$ cat src/rtl/timer_prescaler_if.sv
// Control and tick bundle between timer_prescaler and its two timer channels.
// The controller side drives selects, prescaler clear and external pins.
interface timer_prescaler_if;
   logic [2:0] cs0;
   logic [2:0] cs1;
   logic       psr_reset;
   logic       t0_pin;
   logic       t1_pin;
   logic       tick0;
   logic       tick1;
   logic [9:0] prescale_count;

   modport slave (
      input  cs0,
      input  cs1,
      input  psr_reset,
      input  t0_pin,
      input  t1_pin,
      output tick0,
      output tick1,
      output prescale_count
   );

   modport master (
      output cs0,
      output cs1,
      output psr_reset,
      output t0_pin,
      output t1_pin,
      input  tick0,
      input  tick1,
      input  prescale_count
   );
endinterface

$ cat src/rtl/timer_prescaler.sv
// Shared 10-bit prescaler producing registered count enables for timer0/timer1.
// Define TIMER_PRESCALER_EXT_CLK_EN to enable external-pin clocking (selects 6/7).
module timer_prescaler (
   input  logic             sysClock,
   input  logic             rst,
   timer_prescaler_if.slave bus
);

   typedef enum logic [2:0] {
      SelNone    = 3'd0,
      SelClk     = 3'd1,
      SelDiv8    = 3'd2,
      SelDiv64   = 3'd3,
      SelDiv256  = 3'd4,
      SelDiv1024 = 3'd5,
      SelExtFall = 3'd6,
      SelExtRise = 3'd7
   } sel_e;

   logic [9:0] count_q, count_d;
   logic [1:0] tick_q, tick_d;
   logic [3:0] taps;
   logic [1:0] ext_rise;
   logic [1:0] ext_fall;

   // A tap fires on the last count of each period; a clearing cycle never fires.
   always_comb begin
      count_d = bus.psr_reset ? 10'd0 : count_q + 10'd1;
      taps[0] = (&count_q[2:0]) & ~bus.psr_reset;
      taps[1] = (&count_q[5:0]) & ~bus.psr_reset;
      taps[2] = (&count_q[7:0]) & ~bus.psr_reset;
      taps[3] = (&count_q[9:0]) & ~bus.psr_reset;
   end

   function automatic logic sel_tick(input sel_e sel, input logic [3:0] tap,
                                     input logic rise, input logic fall);
      logic t;
      t = 1'b0;
      case (sel)
         SelNone:    t = 1'b0;
         SelClk:     t = 1'b1;
         SelDiv8:    t = tap[0];
         SelDiv64:   t = tap[1];
         SelDiv256:  t = tap[2];
         SelDiv1024: t = tap[3];
         SelExtFall: t = fall;
         SelExtRise: t = rise;
         default:    t = 1'b0;
      endcase
      return t;
   endfunction

`ifdef TIMER_PRESCALER_EXT_CLK_EN
   logic [1:0] sync1_q, sync1_d;
   logic [1:0] sync2_q, sync2_d;
   logic [1:0] prev_q, prev_d;
   logic [1:0] rise_q, rise_d;
   logic [1:0] fall_q, fall_d;
   logic [1:0] prime_q, prime_d;
   logic       primed;

   // Edges are detected every cycle whatever the select, so switching to 6/7
   // never sees stale history; the prime counter hides reset-time pin levels.
   always_comb begin
      primed  = (prime_q == 2'd3);
      prime_d = primed ? prime_q : prime_q + 2'd1;
      sync1_d = {bus.t1_pin, bus.t0_pin};
      sync2_d = sync1_q;
      prev_d  = sync2_q;
      rise_d  = primed ? (sync2_q & ~prev_q) : 2'b00;
      fall_d  = primed ? (~sync2_q & prev_q) : 2'b00;
   end

   always_ff @(posedge sysClock) begin
      if (rst) begin
         sync1_q <= 2'b00;
         sync2_q <= 2'b00;
         prev_q  <= 2'b00;
         rise_q  <= 2'b00;
         fall_q  <= 2'b00;
         prime_q <= 2'd0;
      end else begin
         sync1_q <= sync1_d;
         sync2_q <= sync2_d;
         prev_q  <= prev_d;
         rise_q  <= rise_d;
         fall_q  <= fall_d;
         prime_q <= prime_d;
      end
   end

   assign ext_rise = rise_q;
   assign ext_fall = fall_q;
`else
   logic unused_pins;

   assign unused_pins = bus.t0_pin ^ bus.t1_pin;
   assign ext_rise    = 2'b00;
   assign ext_fall    = 2'b00;
`endif

   always_comb begin
      tick_d[0] = sel_tick(sel_e'(bus.cs0), taps, ext_rise[0], ext_fall[0]);
      tick_d[1] = sel_tick(sel_e'(bus.cs1), taps, ext_rise[1], ext_fall[1]);
   end

   always_ff @(posedge sysClock) begin
      if (rst) begin
         count_q <= 10'd0;
         tick_q  <= 2'b00;
      end else begin
         count_q <= count_d;
         tick_q  <= tick_d;
      end
   end

   assign bus.tick0          = tick_q[0];
   assign bus.tick1          = tick_q[1];
   assign bus.prescale_count = count_q;

endmodule
$ cat src/flat_wrapper.sv
// flat-port wrapper written by rule: the top's interface ports become plain ports
module timer_prescaler_flat 
  (sysClock, rst, bus_cs0, bus_cs1, bus_psr_reset, bus_t0_pin, bus_t1_pin, bus_tick0, bus_tick1, bus_prescale_count);
  timer_prescaler_if bus_i ();
  input  logic sysClock;
  input  logic rst;
  input wire logic [$bits(bus_i.cs0)-1:0] bus_cs0;
  input wire logic [$bits(bus_i.cs1)-1:0] bus_cs1;
  input wire logic [$bits(bus_i.psr_reset)-1:0] bus_psr_reset;
  input wire logic [$bits(bus_i.t0_pin)-1:0] bus_t0_pin;
  input wire logic [$bits(bus_i.t1_pin)-1:0] bus_t1_pin;
  output wire logic [$bits(bus_i.tick0)-1:0] bus_tick0;
  output wire logic [$bits(bus_i.tick1)-1:0] bus_tick1;
  output wire logic [$bits(bus_i.prescale_count)-1:0] bus_prescale_count;
  assign bus_i.cs0 = bus_cs0;
  assign bus_i.cs1 = bus_cs1;
  assign bus_i.psr_reset = bus_psr_reset;
  assign bus_i.t0_pin = bus_t0_pin;
  assign bus_i.t1_pin = bus_t1_pin;
  assign bus_tick0 = bus_i.tick0;
  assign bus_tick1 = bus_i.tick1;
  assign bus_prescale_count = bus_i.prescale_count;
  timer_prescaler u_core (.sysClock(sysClock), .rst(rst), .bus(bus_i));
endmodule
$ cat config.mk
export PLATFORM = sky130hd
export DESIGN_NAME = timer_prescaler_flat
export DESIGN_NICKNAME = d
export VERILOG_FILES = /design/src/rtl/timer_prescaler_if.sv /design/src/rtl/timer_prescaler.sv /design/src/flat_wrapper.sv
export SDC_FILE = /design/constraint.sdc
export NUM_CORES = 1
export LEC_CHECK = 0
export BUFFER_PORTS_ARGS = -buffer_cell sky130_fd_sc_hd__buf_2
export CORE_MARGIN = 1.5
export CORE_UTILIZATION = 35
export DETAILED_ROUTE_END_ITERATION = 8
export MAX_ROUTING_LAYER = met4
export PLACE_DENSITY_LB_ADDON = 0.25
export SLEW_MARGIN = 20
export SYNTH_ARGS = -nofsm -noshare
export SYNTH_HDL_FRONTEND = slang
export SYNTH_SLANG_ARGS = --single-unit
$ cat constraint.sdc
create_clock -name sysClock -period 2.7 [get_ports sysClock]
set_input_delay 0.27 -clock sysClock [delete_from_list [all_inputs] [get_ports sysClock]]
set_output_delay 0.27 -clock sysClock [all_outputs]
set_load 0.01 [all_outputs]
==> flow_metrics.tcl, run 1 <==
set metrics [dict create \
    yosysSeqAreaShare_pct 40.3 \
    clock_slew_at_reported_path_ffs_ns 0.08 \
    layout_commonest_cell "sky130_fd_sc_hd__buf_2" \
    hold_viol_final 0 \
    first_pass_iters 4 \
    die_width_um 44.3 \
    syn-cell-area_um2 596 \
    worst-endpoint-required_ns 2.92 \
    synth_xor_area_share_pct 8.82 \
    crit_arrival_ns 1.99 \
    initial_utilization_pct 38.6 \
    worstSkewPairLatency_ns 0.28 \
    worst-setup-path-type "reg2reg" \
    cellLeakagePower_nw 0.351 \
    timing.critical_path.cells "ha_1, ha_1, nor2b_1, a21oi_1, nor3_1, a2bb2oi_2" \
    synthesis.nets 80 \
    slew_headroom_pct 72.2 \
    timing.final.ws_setup_ns 0.930 \
    pre_cts_ws_ns 0.953 \
    run_status "finished clean" \
    tritoncts.num_buffers 3 \
    simple_gate_fraction_of_synth_area_pct 29.0 \
    detail_route.vias_per_cell 5.19 \
    dieHeight_um 44.3 \
    min_period_over_period_pct 65.6 \
    floorplan.die_area_um2 1960 \
    critical-path-slowest-cell "sky130_fd_sc_hd__dfxtp_1" \
    synth_compound_gate_area_share_pct 13.2 \
    finalWeightedCongestion 0.766 \
    number_of_antenna_violations_at_the_first_check_in_global_routing 0 \
    antenna_cells 0 \
    synth_cell_type_count 27 \
    drcViolationCount 0 \
    final_nets 103 \
    syn_avg_cell_area_um2 8.89 \
    grt_pass1_vias 455 \
    total_detailed_routing_wirelength_um 1210 \
    dp_hpwl_um 893 \
    drt.antenna.violating_nets 0 \
    synthMuxAreaShare_pct 0 \
    worstSetupStartpointType "flip-flop" \
    synth_top_family_by_area "simple AND/OR/NAND/NOR gates" \
    finalSetupViolations 0 \
    setup.worst_path.end_class "flip-flop" \
    row_count 14 \
    count_of_buffers_from_port_buffering 20 \
    maxCapViolations 0 \
    synth_cells 67 \
    cts_repair_resize_count 0 \
    finalSetupTns_ns 0 \
    vias 545 \
    worst_path_largest_cell_delay_ns 0.47 \
    dpl_cell_area_um2 701 \
    p_total_mw 0.351 \
    cts_setup_buffers 0 \
    mostFrequentLayoutCells "sky130_fd_sc_hd__buf_2, sky130_fd_sc_hd__dfxtp_1, sky130_fd_sc_hd__nor2_1" \
    core_um2 1540 \
    final_layout_size_suffix_gt1_share_pct 30.3 \
    hold_buffers 0 \
    drt_iter0_drc 5 \
    clock_tree_from_tritoncts "done" \
    critical_path.reg2reg.startpoint "u_core.bus.prescale_count[0]" \
    grtUsageTotal_pct 14.6 \
    report.final.slew_viol_count 0 \
    min_path_type "in2reg" \
    clock-skew-final_ns 0.00185 \
    pin_count_of_the_biggest_net_entering_global_routing 12 \
    global_route_wire_length_before_repair_um 1930 \
    clock.fmax_mhz 565 \
    relative_area_change_from_synthesis_to_final_layout_pct 23.7 \
    least_margin_pin_slew_ns 0.417 \
    worst-path-max-fanout 7 \
    cts-root-buf "sky130_fd_sc_hd__clkbuf_4" \
    grt_setup_unrepaired "false" \
    min-delay-start "bus_cs1[0]" \
    power_density_nw_per_um2 476 \
    fillCellCount 157 \
    min_period_ns 1.77 \
    synth_fa_ha_area_share_pct 4.20 \
    ys_warn_count 0 \
    overflow 0 \
    irDropWorstVdd_mv 0.289 \
    ys_ff_latch 12 \
    top_level_ports 23 \
    cts_sinks 12 \
    cp_common_cell "sky130_fd_sc_hd__ha_1" \
    fin_area_um2 737 \
    htreeDepth 1 \
    startpoint "u_core.bus.prescale_count[0]" \
    wire_per_inst_um 11.5 \
    clock_path_buffers 2 \
]
## sequential cells by signal, indices dropped and copies added, names as in the netlist
signal and flops:
u_core.bus.prescale_count 10, u_core.tick_q 2
## cell usage after synthesis
master                      count  area [µm²]
sky130_fd_sc_hd__dfxtp_1       12         240
sky130_fd_sc_hd__nor2_1        11        41.3
sky130_fd_sc_hd__xor2_1         6        52.6
sky130_fd_sc_hd__nand2_1        5        18.8
sky130_fd_sc_hd__nand3_1        4        20.0
sky130_fd_sc_hd__a21oi_1        3        15.0
sky130_fd_sc_hd__inv_1          3        11.3
sky130_fd_sc_hd__ha_1           2        25.0
sky130_fd_sc_hd__nand4_1        2        12.5
sky130_fd_sc_hd__o21ai_0        2        10.0
sky130_fd_sc_hd__a21boi_0       1        7.51
sky130_fd_sc_hd__a22o_1         1        8.76
sky130_fd_sc_hd__a2bb2oi_2      1        15.0
sky130_fd_sc_hd__a31oi_1        1        6.26
sky130_fd_sc_hd__and3_1         1        6.26
sky130_fd_sc_hd__and4_1         1        8.76
sky130_fd_sc_hd__buf_6          1        11.3
sky130_fd_sc_hd__clkbuf_1       1        3.75
sky130_fd_sc_hd__nand3b_1       1        7.51
sky130_fd_sc_hd__nand4_4        1        21.3
sky130_fd_sc_hd__nor2b_1        1        6.26
sky130_fd_sc_hd__nor3_1         1        5.00
sky130_fd_sc_hd__nor4_2         1        12.5
sky130_fd_sc_hd__o211a_1        1        10.0
sky130_fd_sc_hd__o22ai_1        1        6.26
sky130_fd_sc_hd__or2_1          1        6.26
sky130_fd_sc_hd__or3_1          1        6.26
## logic make-up after synthesis
family | Yosys count
xor gates and xnor gates | 6
and+or+nand+nor | 31
adders and majority gates | 2
buffers and inverters | 5
AOI/OAI and AO/OA | 11
DFF | 12
## worst paths after layout
kind,slack [ns],cells past startpoint,endpoint
hold / removal,0.17,2,u_core.tick_q[1]
setup / recovery,0.93,6,u_core.tick_q[1]
hold reg to reg,0.52,2,u_core.bus.prescale_count[5]
setup reg to reg,0.93,6,u_core.tick_q[1]
## cell type report
class / count / area, µm² / area share [%]
clock buffers: 4 / 36.3 / 4.92
inverters: 3 / 11.3 / 1.53
multi-input cells: 50 / 329 / 44.7
flip-flops and latches: 12 / 240 / 32.6
well taps: 16 / 20.0 / 2.72
repair buffers: 20 / 100 / 13.6
## critical path, delay by kind of cell (launching register included)
kind	cells	cell delay, ns
and+or+nand+nor	2	0.44
DFF	1	0.47
adders and majority gates	2	0.54
AOI/OAI and AO/OA	2	0.25
## power by group
group          internal [mW]  switching (mW)
clock                 0.0821          0.0620
combinational         0.0111          0.0141
sequential             0.179         0.00274
total                  0.272          0.0788
## routing by layer
| metal | vias to the layer above | global-route usage [%] | share of wire, % |
|---|---|---|---|
| met2 | 17 | 19.4 | 44 |
| met1 | 247 | 17.9 | 46 |
| li1 | 277 | - | - |
| met3 | 4 | 4.08 | 6.4 |
| met5 | - | - | 0 |
| met4 | 0 | 12.7 | 3.6 |
## through the flow
step,util [%],cells,hold slack [ns]
floorplan,-,67,0.350
global placement,45.5,101,0.464
detailed placement,45.5,101,0.465
CTS,47.8,105,0.165
global route,47.8,105,0.168
finish,47.8,105,0.173
(Power assumes the default switching activity.)
==> inputs of run 2 (changes only) <==
- ABC_AREA: default -> 1
- clock period: 2.7 -> 1.6 ns (I/O delays scaled with it)
==> flow_metrics.tcl, run 2 <==
set metrics [dict create \
    finalSetupTns_ns 0 \
    die_width_um 44.9 \
    final_cells 127 \
    synth_cell_type_count 16 \
    placed_cells_incl_taps 123 \
    run_status "finished clean" \
    worstSetupStartpointType "flip-flop" \
    clock_tree_from_tritoncts "done" \
    grt_setup_unrepaired "false" \
    count_of_buffers_from_port_buffering 20 \
    worst-path-max-fanout 6 \
    wire_per_inst_um 9.66 \
    worst-endpoint-required_ns 1.81 \
    first_pass_iters 6 \
    pre_cts_ws_ns 0.224 \
    synth_cells 87 \
    initial_utilization_pct 39.0 \
    largest_register_ffs 10 \
    layout_commonest_cell "sky130_fd_sc_hd__buf_2" \
    drt.antenna.violating_nets 0 \
    detail_route.vias_per_cell 4.90 \
    maxCapViolations 0 \
    min_period_ns 1.39 \
    crit_arrival_ns 1.59 \
    overflow 0 \
    final_nets 125 \
    post-synth-top-area-fraction_pct 39.0 \
    relative_area_change_from_synthesis_to_final_layout_pct 25.4 \
    floorplan.die_area_um2 2020 \
    worst-setup-path-type "reg2reg" \
    finalSetupViolations 0 \
    htreeDepth 1 \
    finalCoreUtilization_pct 49.0 \
    grtUsageTotal_pct 13.5 \
    postSynth.topFlopCell "sky130_fd_sc_hd__dfxtp_1" \
    ys_async_sr_fraction_pct 0 \
    total_detailed_routing_wirelength_um 1230 \
    fillCellCount 157 \
    report.final.slew_viol_count 0 \
    dp_hpwl_um 956 \
    clock-skew-final_ns 0.00319 \
    clock_path_buffers 2 \
    core_um2 1580 \
    synth_enable_flop_cells 0 \
    synth_area_leader "sky130_fd_sc_hd__dfxtp_1" \
    min_period_over_period_pct 86.6 \
    yosysSeqAreaShare_pct 39.0 \
    ys_warn_count 0 \
    least_margin_pin_slew_ns 0.404 \
    cts_repair_resize_count 0 \
    ys_top_cells_by_count "sky130_fd_sc_hd__inv_1, sky130_fd_sc_hd__nand2_1, sky130_fd_sc_hd__dfxtp_1, sky130_fd_sc_hd__nor2_1, sky130_fd_sc_hd__nand3_1" \
    p_total_mw 0.586 \
    slew_headroom_pct 73.0 \
    clock.fmax_mhz 722 \
    row_count 14 \
    final_layout_size_suffix_gt1_share_pct 28.8 \
    drt_iter0_drc 19 \
    top_level_ports 23 \
    number_of_antenna_violations_at_the_first_check_in_global_routing 0 \
    dieHeight_um 44.9 \
    pin_count_of_the_biggest_net_entering_global_routing 8 \
    worstSkewPairLatency_ns 0.27 \
    setup.worst_path.end_class "flip-flop" \
    cts_sinks 12 \
    min_path_type "in2reg" \
    drcViolationCount 0 \
    clock_slew_at_reported_path_ffs_ns 0.08 \
    vias 622 \
    global_route_wire_length_before_repair_um 1850 \
    cts_setup_buffers 0 \
    hold_viol_final 0 \
    mostFrequentLayoutCells "sky130_fd_sc_hd__buf_2, sky130_fd_sc_hd__nand2_1, sky130_fd_sc_hd__inv_1" \
    irDropWorstVdd_mv 0.420 \
    ys_ff_latch 12 \
    timing.final.ws_setup_ns 0.214 \
    antenna_cells 0 \
    finalWeightedCongestion 0.766 \
    syn-cell-area_um2 616 \
    hold_buffers 0 \
    power_density_nw_per_um2 759 \
    cellLeakagePower_nw 0.374 \
    syn_avg_cell_area_um2 7.08 \
    synthesis.nets 100 \
    synth_area_leaders "sky130_fd_sc_hd__dfxtp_1, sky130_fd_sc_hd__inv_1, sky130_fd_sc_hd__nand2_1" \
    cts-root-buf "sky130_fd_sc_hd__clkbuf_4" \
    tritoncts.num_buffers 3 \
    grt_pass1_vias 484 \
]
-- run 2: changes by cell type after synthesis, moves of 2 or more --
cell | previous run | this run
sky130_fd_sc_hd__inv_1 | 3 | 15
sky130_fd_sc_hd__nand2_1 | 5 | 15
sky130_fd_sc_hd__xor2_1 | 6 | 1
sky130_fd_sc_hd__a21oi_1 | 3 | 7
sky130_fd_sc_hd__nand3_1 | 4 | 8
sky130_fd_sc_hd__nor2_2 | 0 | 3
sky130_fd_sc_hd__nand2_2 | 0 | 2
sky130_fd_sc_hd__nand4_1 | 2 | 4
sky130_fd_sc_hd__nor2_4 | 0 | 2
-- run 2: power by group --
part | total, mW | switching (mW) | internal, mW
combinational | 0.0390 | 0.0228 | 0.0163
sequential | 0.305 | 0.00270 | 0.302
clock | 0.242 | 0.104 | 0.138
total | 0.586 | 0.129 | 0.457
-- run 2: stage by stage --
stage,instance area (µm²),hold WS [ns]
2_1_floorplan,616,0.229
3_3_place_gp,736,0.365
3_5_place_dp,736,0.366
4_1_cts,772,0.0650
5_1_grt,772,0.0608
6_report,772,0.0709
-- run 2: layer usage --
| metal | part of all wire (%) | global-route usage, % | up-vias |
|---|---|---|---|
| met5 | 0 | - | - |
| met4 | 0.81 | 7.06 | 0 |
| met3 | 6.1 | 6.00 | 2 |
| met2 | 47 | 19.4 | 25 |
| met1 | 46 | 15.6 | 264 |
| li1 | - | - | 331 |
-- run 2: critical path, stage by stage (launching register included) --
cell and delay [ns]:
sky130_fd_sc_hd__dfxtp_1 0.39, sky130_fd_sc_hd__ha_1 0.21, sky130_fd_sc_hd__nand2_1 0.08, sky130_fd_sc_hd__nor2_2 0.20
sky130_fd_sc_hd__nand4_1 0.17, sky130_fd_sc_hd__nand2_1 0.09, sky130_fd_sc_hd__nand3_1 0.06, sky130_fd_sc_hd__a21oi_1 0.12
-- run 2: path summary, 6_finish.rpt --
path	start	cells past startpoint	slack, ns	end
min reg2reg	u_core.bus.prescale_count[0]	1	0.49	u_core.bus.prescale_count[0]
min	rst	2	0.07	u_core.tick_q[1]
max reg2reg	u_core.bus.prescale_count[0]	7	0.21	u_core.tick_q[0]
max	u_core.bus.prescale_count[0]	7	0.21	u_core.tick_q[0]
-- run 2: cells by family after synthesis --
logic type      Yosys count  share of synthesized area (%)
xor+xnor                  1                           1.42
fa+ha+maj                 2                           4.06
flops                    12                           39.0
compound gates           11                           9.35
simple gates             46                           37.0
buf+inv                  15                           9.15
-- run 2: layout make-up --
class / count / area, µm² / area share [%]
inverters: 15 / 56.3 / 7.29
multi-input cells: 60 / 319 / 41.3
flip-flops and latches: 12 / 240 / 31.1
repair buffers: 20 / 100 / 13.0
clock buffers: 4 / 36.3 / 4.70
well taps: 16 / 20.0 / 2.59
==> inputs of run 3 (changes only) <==
- CORE_MARGIN: 1.5 -> 1
- PLACE_DENSITY: default -> 0.58
- PLACE_DENSITY_LB_ADDON: 0.25 -> default
==> flow_metrics.tcl, run 3 (synthesis gave the netlist of run 2 again) <==
set metrics [dict create \
    drt.antenna.violating_nets 0 \
    grtUsageTotal_pct 14.8 \
    drt_iter0_drc 11 \
    wire_per_inst_um 9.54 \
    path_delay_family "simple AND/OR/NAND/NOR gates" \
    drcViolationCount 3 \
    relative_area_change_from_synthesis_to_final_layout_pct 23.2 \
    crit_arrival_ns 1.58 \
    number_of_antenna_violations_at_the_first_check_in_global_routing 0 \
    dp_hpwl_um 951 \
    final_nets 125 \
    overflow 0 \
    htreeDepth 1 \
    clock-skew-final_ns 0.000761 \
    worst-setup-path-type "reg2reg" \
    violations_in_the_final_reports "design-rule violations" \
    timing.critical_path.cells "ha_1, nand2_1, nor2_2, nand4_1, nand2_1, nand3_1, a21oi_1" \
    total_detailed_routing_wirelength_um 1200 \
    pin_count_of_the_biggest_net_entering_global_routing 8 \
    floorplan.die_area_um2 1930 \
    initial_utilization_pct 39.0 \
    placed_cells_incl_taps 123 \
    vias 615 \
    clock.fmax_mhz 727 \
    worstSkewPairLatency_ns 0.27 \
    setup.worst_path.end_class "flip-flop" \
    hold_buffers 0 \
    finalSetupViolations 0 \
    least_margin_pin_slew_ns 0.373 \
    irDropWorstVdd_mv 0.319 \
    cts_setup_buffers 0 \
    clock_slew_at_reported_path_ffs_ns 0.07 \
    hold_viol_final 0 \
    top_level_ports 23 \
    first_pass_iters 6 \
    power_density_nw_per_um2 696 \
    min_period_ns 1.38 \
    grt_pass1_vias 507 \
    maxCapViolations 0 \
    final_layout_size_suffix_gt1_share_pct 28.2 \
    cts-root-buf "sky130_fd_sc_hd__clkbuf_4" \
    layout_commonest_cell "sky130_fd_sc_hd__buf_2" \
    fin_area_um2 758 \
    antenna_cells 0 \
    detail_route.vias_per_cell 4.88 \
    min_path_type "in2reg" \
    grt_setup_unrepaired "false" \
    row_count 14 \
    final_cells 126 \
    clock_tree_from_tritoncts "done" \
    tritoncts.num_buffers 3 \
    critical-path-slowest-cell "sky130_fd_sc_hd__dfxtp_1" \
    worstSetupStartpointType "flip-flop" \
    slew_headroom_pct 75.1 \
    die_width_um 43.9 \
    cp_num_buf_inv 0 \
    dieHeight_um 43.9 \
    cellLeakagePower_nw 0.367 \
    report.final.slew_viol_count 0 \
    min_period_over_period_pct 86.0 \
    finalWeightedCongestion 0.792 \
    largest_register_ffs 10 \
    cp_common_cell "sky130_fd_sc_hd__nand2_1" \
    core_um2 1580 \
    cts_sinks 12 \
    worst-endpoint-required_ns 1.81 \
    global_route_wire_length_before_repair_um 2000 \
    worst-path-max-fanout 6 \
    run_status "complete, but fails checks" \
    mostFrequentLayoutCells "sky130_fd_sc_hd__buf_2, sky130_fd_sc_hd__nand2_1, sky130_fd_sc_hd__inv_1" \
    worst_path_largest_cell_delay_ns 0.39 \
    count_of_buffers_from_port_buffering 20 \
    cts_repair_resize_count 0 \
    clock_path_buffers 2 \
    dpl_cell_area_um2 736 \
    finalSetupTns_ns 0 \
]
[run 3: final cells by class]
class,count,area (µm²)
Clock buffer,3,22.5
Tap cell,16,20.0
Inverter,15,56.3
Timing Repair Buffer,20,100
Multi-Input combinational cell,60,319
Sequential cell,12,240
Fill cell,166,818
[run 3: where the power goes]
| group | internal (mW) | switching (mW) | total [mW] |
|---|---|---|---|
| Clock | 0.0871 | 0.0970 | 0.184 |
| Combinational | 0.0162 | 0.0227 | 0.0390 |
| Sequential | 0.302 | 0.00274 | 0.305 |
| Total | 0.405 | 0.122 | 0.528 |
[run 3: routing by layer]
metal	global-route usage, %	share of wire, %
met3	2.50	6.8
met1	18.1	49
met5	-	0
met4	10.9	2.0
met2	21.5	42
[run 3: worst register-to-register path, stage by stage (launching register included)]
cell                      delay, ns
sky130_fd_sc_hd__dfxtp_1       0.39
sky130_fd_sc_hd__ha_1          0.22
sky130_fd_sc_hd__nand2_1       0.08
sky130_fd_sc_hd__nor2_2        0.21
sky130_fd_sc_hd__nand4_1       0.17
sky130_fd_sc_hd__nand2_1       0.09
sky130_fd_sc_hd__nand3_1       0.06
sky130_fd_sc_hd__a21oi_1       0.11
[run 3: path summary, 6_finish.rpt]
| path | slack [ns] | from | depth (start not counted) | endpoint |
|---|---|---|---|---|
| worst max register to register | 0.22 | u_core.bus.prescale_count[0] | 7 | u_core.tick_q[1] |
| worst max-delay path | 0.22 | u_core.bus.prescale_count[0] | 7 | u_core.tick_q[1] |
| worst min register to register | 0.47 | u_core.bus.prescale_count[0] | 1 | u_core.bus.prescale_count[0] |
| worst min-delay path | 0.07 | rst | 2 | u_core.tick_q[0] |
[run 3: stage by stage]
step | total power, mW | utilization [%] | setup slack [ns] | hold slack (ns)
finish | 0.528 | 48.1 | 0.224 | 0.0716
global route | 0.562 | 48.1 | 0.0714 | 0.0836
CTS | 0.535 | 48.1 | 0.198 | 0.0689
detailed placement | 0.351 | 46.7 | 0.216 | 0.359
global placement | 0.351 | 46.7 | 0.220 | 0.368
floorplan | 0.331 | - | 0.337 | 0.229
